==> src/rtl/uart_tx.sv <==
// uart_tx: serial UART transmitter with a one-word holding buffer.
// Frames go out LSB first as start, data, optional parity and 1 or 2 stop
// bits. Because of the holding buffer, consecutive frames leave the line
// with no idle gap between them.
// Ports:
//   i_clk       system clock
//   i_rst       synchronous reset, active-high
//   i_txDv      input word valid (taken when o_txReady=1)
//   i_txByte    word to transmit
//   o_txReady   holding buffer empty, so a word can be accepted this cycle
//   o_tx        serial line, idle high
//   o_txActive  high while any frame bit is on the line
//   o_txDone    one-cycle pulse after the final stop bit of each frame
module uart_tx #(
  parameter int unsigned CLKS_PER_BIT  = 217,
  parameter int unsigned NUM_DATA_BITS = 8,
  parameter int unsigned PARITY_MODE   = 0,
  parameter int unsigned NUM_STOP_BITS = 1
) (
  input  logic                     i_clk,
  input  logic                     i_rst,
  input  logic                     i_txDv,
  input  logic [NUM_DATA_BITS-1:0] i_txByte,
  output logic                     o_txReady,
  output logic                     o_tx,
  output logic                     o_txActive,
  output logic                     o_txDone
);

  localparam int unsigned STOP_CLKS = CLKS_PER_BIT * NUM_STOP_BITS;
  localparam int unsigned CNT_W     = (STOP_CLKS > 1) ? $clog2(STOP_CLKS) : 1;
  localparam int unsigned BIT_W     = $clog2(NUM_DATA_BITS + 1);
  localparam int unsigned DW        = NUM_DATA_BITS;

  localparam logic [CNT_W-1:0] BIT_LAST  = CNT_W'(CLKS_PER_BIT - 1);
  localparam logic [CNT_W-1:0] STOP_LAST = CNT_W'(STOP_CLKS - 1);
  localparam logic [BIT_W-1:0] DATA_LAST = BIT_W'(NUM_DATA_BITS - 1);
  localparam logic             ODD_PAR   = 1'(PARITY_MODE == 1);
  localparam logic             HAS_PAR   = 1'(PARITY_MODE != 0);

  typedef enum logic [2:0] {
    IDLE       = 3'd0,
    START_BIT  = 3'd1,
    DATA_BITS  = 3'd2,
    PARITY_BIT = 3'd3,
    STOP_BIT   = 3'd4
  } state_e;

  state_e           state_q, state_d;
  logic [CNT_W-1:0] clk_cnt_q, clk_cnt_d;
  logic [BIT_W-1:0] bit_cnt_q, bit_cnt_d;
  logic [DW-1:0]    shift_q, shift_d;
  logic             parity_q, parity_d;
  logic [DW-1:0]    buf_q, buf_d;
  logic             buf_full_q, buf_full_d;
  logic             ready_q, ready_d;
  logic             tx_q, tx_d;
  logic             active_q, active_d;
  logic             done_q, done_d;
  logic             load_c;
  logic             take_c;

  // State register; reset discards the buffer and drops any frame in flight.
  always_ff @(posedge i_clk) begin
    if (i_rst) begin
      state_q    <= IDLE;
      clk_cnt_q  <= '0;
      bit_cnt_q  <= '0;
      shift_q    <= '0;
      parity_q   <= 1'b0;
      buf_q      <= '0;
      buf_full_q <= 1'b0;
      ready_q    <= 1'b1;
      tx_q       <= 1'b1;
      active_q   <= 1'b0;
      done_q     <= 1'b0;
    end else begin
      state_q    <= state_d;
      clk_cnt_q  <= clk_cnt_d;
      bit_cnt_q  <= bit_cnt_d;
      shift_q    <= shift_d;
      parity_q   <= parity_d;
      buf_q      <= buf_d;
      buf_full_q <= buf_full_d;
      ready_q    <= ready_d;
      tx_q       <= tx_d;
      active_q   <= active_d;
      done_q     <= done_d;
    end
  end

  // Next-state, buffer and registered-output logic.
  always_comb begin
    state_d    = state_q;
    clk_cnt_d  = clk_cnt_q;
    bit_cnt_d  = bit_cnt_q;
    shift_d    = shift_q;
    parity_d   = parity_q;
    buf_d      = buf_q;
    buf_full_d = buf_full_q;
    done_d     = 1'b0;
    load_c     = 1'b0;
    take_c     = ready_q & i_txDv;
    tx_d       = 1'b1;
    active_d   = 1'b0;

    case (state_q)
      IDLE: begin
        clk_cnt_d = '0;
        bit_cnt_d = '0;
        if (buf_full_q) load_c = 1'b1;
      end
      START_BIT: begin
        if (clk_cnt_q == BIT_LAST) begin
          clk_cnt_d = '0;
          bit_cnt_d = '0;
          state_d   = DATA_BITS;
        end else begin
          clk_cnt_d = clk_cnt_q + CNT_W'(1);
        end
      end
      DATA_BITS: begin
        if (clk_cnt_q == BIT_LAST) begin
          clk_cnt_d = '0;
          if (bit_cnt_q == DATA_LAST) begin
            state_d = HAS_PAR ? PARITY_BIT : STOP_BIT;
          end else begin
            bit_cnt_d = bit_cnt_q + BIT_W'(1);
            shift_d   = shift_q >> 1;
          end
        end else begin
          clk_cnt_d = clk_cnt_q + CNT_W'(1);
        end
      end
      PARITY_BIT: begin
        if (clk_cnt_q == BIT_LAST) begin
          clk_cnt_d = '0;
          state_d   = STOP_BIT;
        end else begin
          clk_cnt_d = clk_cnt_q + CNT_W'(1);
        end
      end
      STOP_BIT: begin
        // The stop period spans all stop bits in one count.
        if (clk_cnt_q == STOP_LAST) begin
          clk_cnt_d = '0;
          done_d    = 1'b1;
          if (buf_full_q) load_c = 1'b1;
          else            state_d = IDLE;
        end else begin
          clk_cnt_d = clk_cnt_q + CNT_W'(1);
        end
      end
      default: begin
        state_d   = IDLE;
        clk_cnt_d = '0;
        bit_cnt_d = '0;
      end
    endcase

    // Move the buffered word into the shift register; parity is frozen here.
    if (load_c) begin
      state_d    = START_BIT;
      shift_d    = buf_q;
      parity_d   = (^buf_q) ^ ODD_PAR;
      buf_full_d = 1'b0;
      clk_cnt_d  = '0;
      bit_cnt_d  = '0;
    end

    // Accept only while empty; load and accept never coincide.
    if (take_c) begin
      buf_d      = i_txByte;
      buf_full_d = 1'b1;
    end

    ready_d = ~buf_full_d;

    // Line level follows the state being entered so o_tx stays registered.
    case (state_d)
      START_BIT: begin
        tx_d     = 1'b0;
        active_d = 1'b1;
      end
      DATA_BITS: begin
        tx_d     = shift_d[0];
        active_d = 1'b1;
      end
      PARITY_BIT: begin
        tx_d     = parity_d;
        active_d = 1'b1;
      end
      STOP_BIT: begin
        tx_d     = 1'b1;
        active_d = 1'b1;
      end
      default: begin
        tx_d     = 1'b1;
        active_d = 1'b0;
      end
    endcase
  end

  assign o_txReady  = ready_q;
  assign o_tx       = tx_q;
  assign o_txActive = active_q;
  assign o_txDone   = done_q;

endmodule

==> config.mk <==
export PLATFORM = sky130hd
export DESIGN_NAME = uart_tx
export DESIGN_NICKNAME = d
export VERILOG_FILES = /design/src/rtl/uart_tx.sv
export SDC_FILE = /design/constraint.sdc
export NUM_CORES = 1
export LEC_CHECK = 0
export ABC_AREA = 0
export CORE_ASPECT_RATIO = 2
export CORE_UTILIZATION = 60
export DETAILED_ROUTE_END_ITERATION = 6
export HOLD_SLACK_MARGIN = 0.15
export PLACE_DENSITY_LB_ADDON = 0.2
export SETUP_SLACK_MARGIN = 0.02
export SLEW_MARGIN = 20
export SYNTH_ARGS = -nofsm -noshare
export SYNTH_HDL_FRONTEND = slang
export SYNTH_SLANG_ARGS = --single-unit
==> constraint.sdc <==
create_clock -name i_clk -period 6 [get_ports i_clk]
set_input_delay 0.9 -clock i_clk [delete_from_list [all_inputs] [get_ports i_clk]]
set_output_delay 0.9 -clock i_clk [all_outputs]
set_load 0.01 [all_outputs]
==> qor.txt <==
Grt total ovfl -> 0
Clock skew after layout -> 5.17 ps
Pleak -> 0.719 nW
Hold Crit Class -> register to register
Slew at the pin with the worst max-slew slack -> 523 ps
Peak VDD IR -> 0.212 mV
Dpl hpwl -> 2490 µm
Max clock buf depth -> 2
Most common cell in the netlist -> dfxtp_1
Syn Area/Cell -> 8.87 µm²
Drt drc -> 0
Fin worst setup slack -> 3680 ps
TritonCTS Buffers -> 5
Avg Vias per Cell -> 5.93
Main synth FF type -> dfxtp_1
Area share of the leading cell type in the synthesized netlist -> 0.446
Core footprint -> 2600 µm²
Mapped cell area -> 1660 µm²
Row count -> 26
Top post-synthesis cells by area -> dfxtp_1, xnor2_1, nor2_1, a21oi_1, nand2_1
# IOs -> 15
Startpoint types -> register
RSZ-0062 raised after global routing -> false
MaxCap Viol Count -> 0
Complex-gate fraction of the synthesized area -> 0.149
CP max stage delay -> 610 ps
Initial antenna violation count -> 0
Die Area -> 2990 µm²
CTS tree -> done
H-Tree Depth -> 2
XOR/XNOR share of the synthesized area -> 0.0792
Fraction of layout cells with a size suffix above 1 -> 0.0597
Post-synth top cells -> dfxtp_1, nor2_1, nand2_1, a21oi_1, nand3_1
Clock root buffer -> clkbuf_8
CP Class -> register to output port
Async set-reset flop share out of synthesis -> 0
Crit Path Max Fanout -> 10
Yosys warns -> 0
WP data required -> 5100 ps
Vias in the first global route -> 1380
Wirelength, routed -> 3270 µm
Max Freq -> 432 MHz
Area Overhead vs Synth -> 14.6%
Pwr/cell area -> 273 nW/µm²
Main combinational cell family by area after synthesis -> simple AND/OR/NAND/NOR gates
CP bufs+invs -> 1
Unique masters post-synth -> 38
Worst setup EP type -> output port
Place WS -> 3780 ps
Wire per inst -> 14.3 µm
Critical path cell sequence -> clkdlybuf4s50_1
Min Tclk post-route -> 2320 ps
Synthesized netlist cell count -> 187
Syn Nets -> 201
Post-CTS setup buffer count -> 0
Largest net degree at the start of global routing -> 28
Gates resized, CTS repair -> 0
Pre-antenna DRT Iters -> 4
DRT iter0 DRCs -> 26
Final cycle utilization of the critical path -> 0.386
Fill cells -> 222
Cell taking the most area after synthesis -> dfxtp_1
CP top delay family -> buffers and inverters
DIE WIDTH -> 39.2 µm
Outcome -> completed
Synth Register Bits -> 37
Sink Count -> 37
# setup viols final -> 0
Setup TNS Final -> 0 ps
RePlAce Congestion -> 0.782
Adder-Cell Fraction of Synth Area -> 0.0226
Starting Density -> 0.637
Clock transition at path regs -> 70 ps
Endpoints failing hold -> 0
Post-DRT Antenna Nets -> 0
Ant. Diodes -> 0
Chip height -> 76.4 µm
Clk_lat worst skew -> 300 ps
Data arrival time of the worst path -> 1420 ps
All-Layer GR Usage -> 0.262
EDFF count, synth -> 0
Mux cell area share after synthesis -> 0.0558
I/O Buffers -> 14
Slew Limit Headroom -> 0.648
Slowest CP cell -> clkdlybuf4s50_1
DR vias -> 1359
Hold_buf cts -> 0
Nets -> 214
First-pass GRT wire length -> 5590 µm
Max-slew violation count -> 0
Post-Synth Simple-Gate Area -> 0.214
Post-synthesis sequential area ratio -> 0.446
[cells by family after synthesis]
family	count (synthesis)
adders and majority gates	3
and+or+nand+nor	74
DFF	37
muxes	8
buffers and inverters	12
AOI/OAI and AO/OA	38
xor gates and xnor gates	15
[final timing paths]
path | startpoint | slack [ps] | cells past startpoint | end
setup / recovery | o_txReady | 3680 | 1 | o_txReady
hold / removal | shift_q[7] | 480 | 2 | shift_q[7]
setup reg to reg | clk_cnt_q[6] | 3780 | 5 | o_tx
hold reg to reg | shift_q[7] | 480 | 2 | shift_q[7]
[layout make-up]
| class | count | area [µm²] | share of cell area |
|---|---|---|---|
| clock inverters | 1 | 5.00 | 0.00263 |
| clock buffers | 7 | 96.3 | 0.0507 |
| flip-flops and latches | 37 | 741 | 0.390 |
| multi-input cells | 138 | 865 | 0.455 |
| inverters | 3 | 11.3 | 0.00592 |
| well taps | 28 | 35.0 | 0.0184 |
| repair buffers | 15 | 148 | 0.0777 |
[placed cells by master, fill, tap and decap left out, types with 4 or more instances in the layout]
master / netlist / final
clkbuf_8: 0 / 7
a21oi_1: 15 / 15
nor2_1: 25 / 25
xor2_1: 4 / 4
dfxtp_1: 37 / 37
nand2_1: 19 / 19
clkdlybuf4s50_1: 0 / 14
mux2i_1: 7 / 7
nand3_1: 12 / 12
xnor2_1: 11 / 11
a211oi_1: 9 / 9
[tightest hold or removal path: cells and delay by family (launching register included)]
| kind | cells | cell delay, ps |
|---|---|---|
| AND/OR/NAND/NOR | 1 | 60 |
| AO/OA/AOI/OAI | 1 | 60 |
| flip-flops | 1 | 310 |
[sequential cells by signal (all words and copies together), names as in the netlist]
register	count
buf_full_q	1
shift_q	8
clk_cnt_q	8
buf_q	8
o_txActive	1
parity_q	1
o_txDone	1
bit_cnt_q	4
o_tx	1
o_txReady	1
state_q	3
[where the power goes]
part	internal (mW)	total [mW]	leakage, nW	switching, mW
Sequential	0.258	0.269	0.302	0.0108
Clock	0.104	0.192	0.0542	0.0884
Combinational	0.0294	0.0582	0.363	0.0288
[metrics by stage]
| stage | utilization | cells | cell area, µm² | power, mW | hold slack, ps |
|---|---|---|---|---|---|
| floorplan | - | 187 | 1660 | 0.313 | 430 |
| global placement | 0.691 | 221 | 1800 | 0.331 | 442 |
| detailed placement | 0.691 | 221 | 1800 | 0.333 | 463 |
| CTS | 0.730 | 229 | 1900 | 0.523 | 473 |
| global route | 0.730 | 229 | 1900 | 0.543 | 508 |
| finish | 0.730 | 229 | 1900 | 0.519 | 475 |
[per-layer routing]
layer	track usage	vias up	part of all wire
met5	0	-	0
met3	0.0641	10	0.024
met2	0.480	28	0.60
li1	-	681	-
met1	0.215	640	0.35
met4	0.172	0	0.033
No activity file was read; power rests on OpenSTA's default activity.
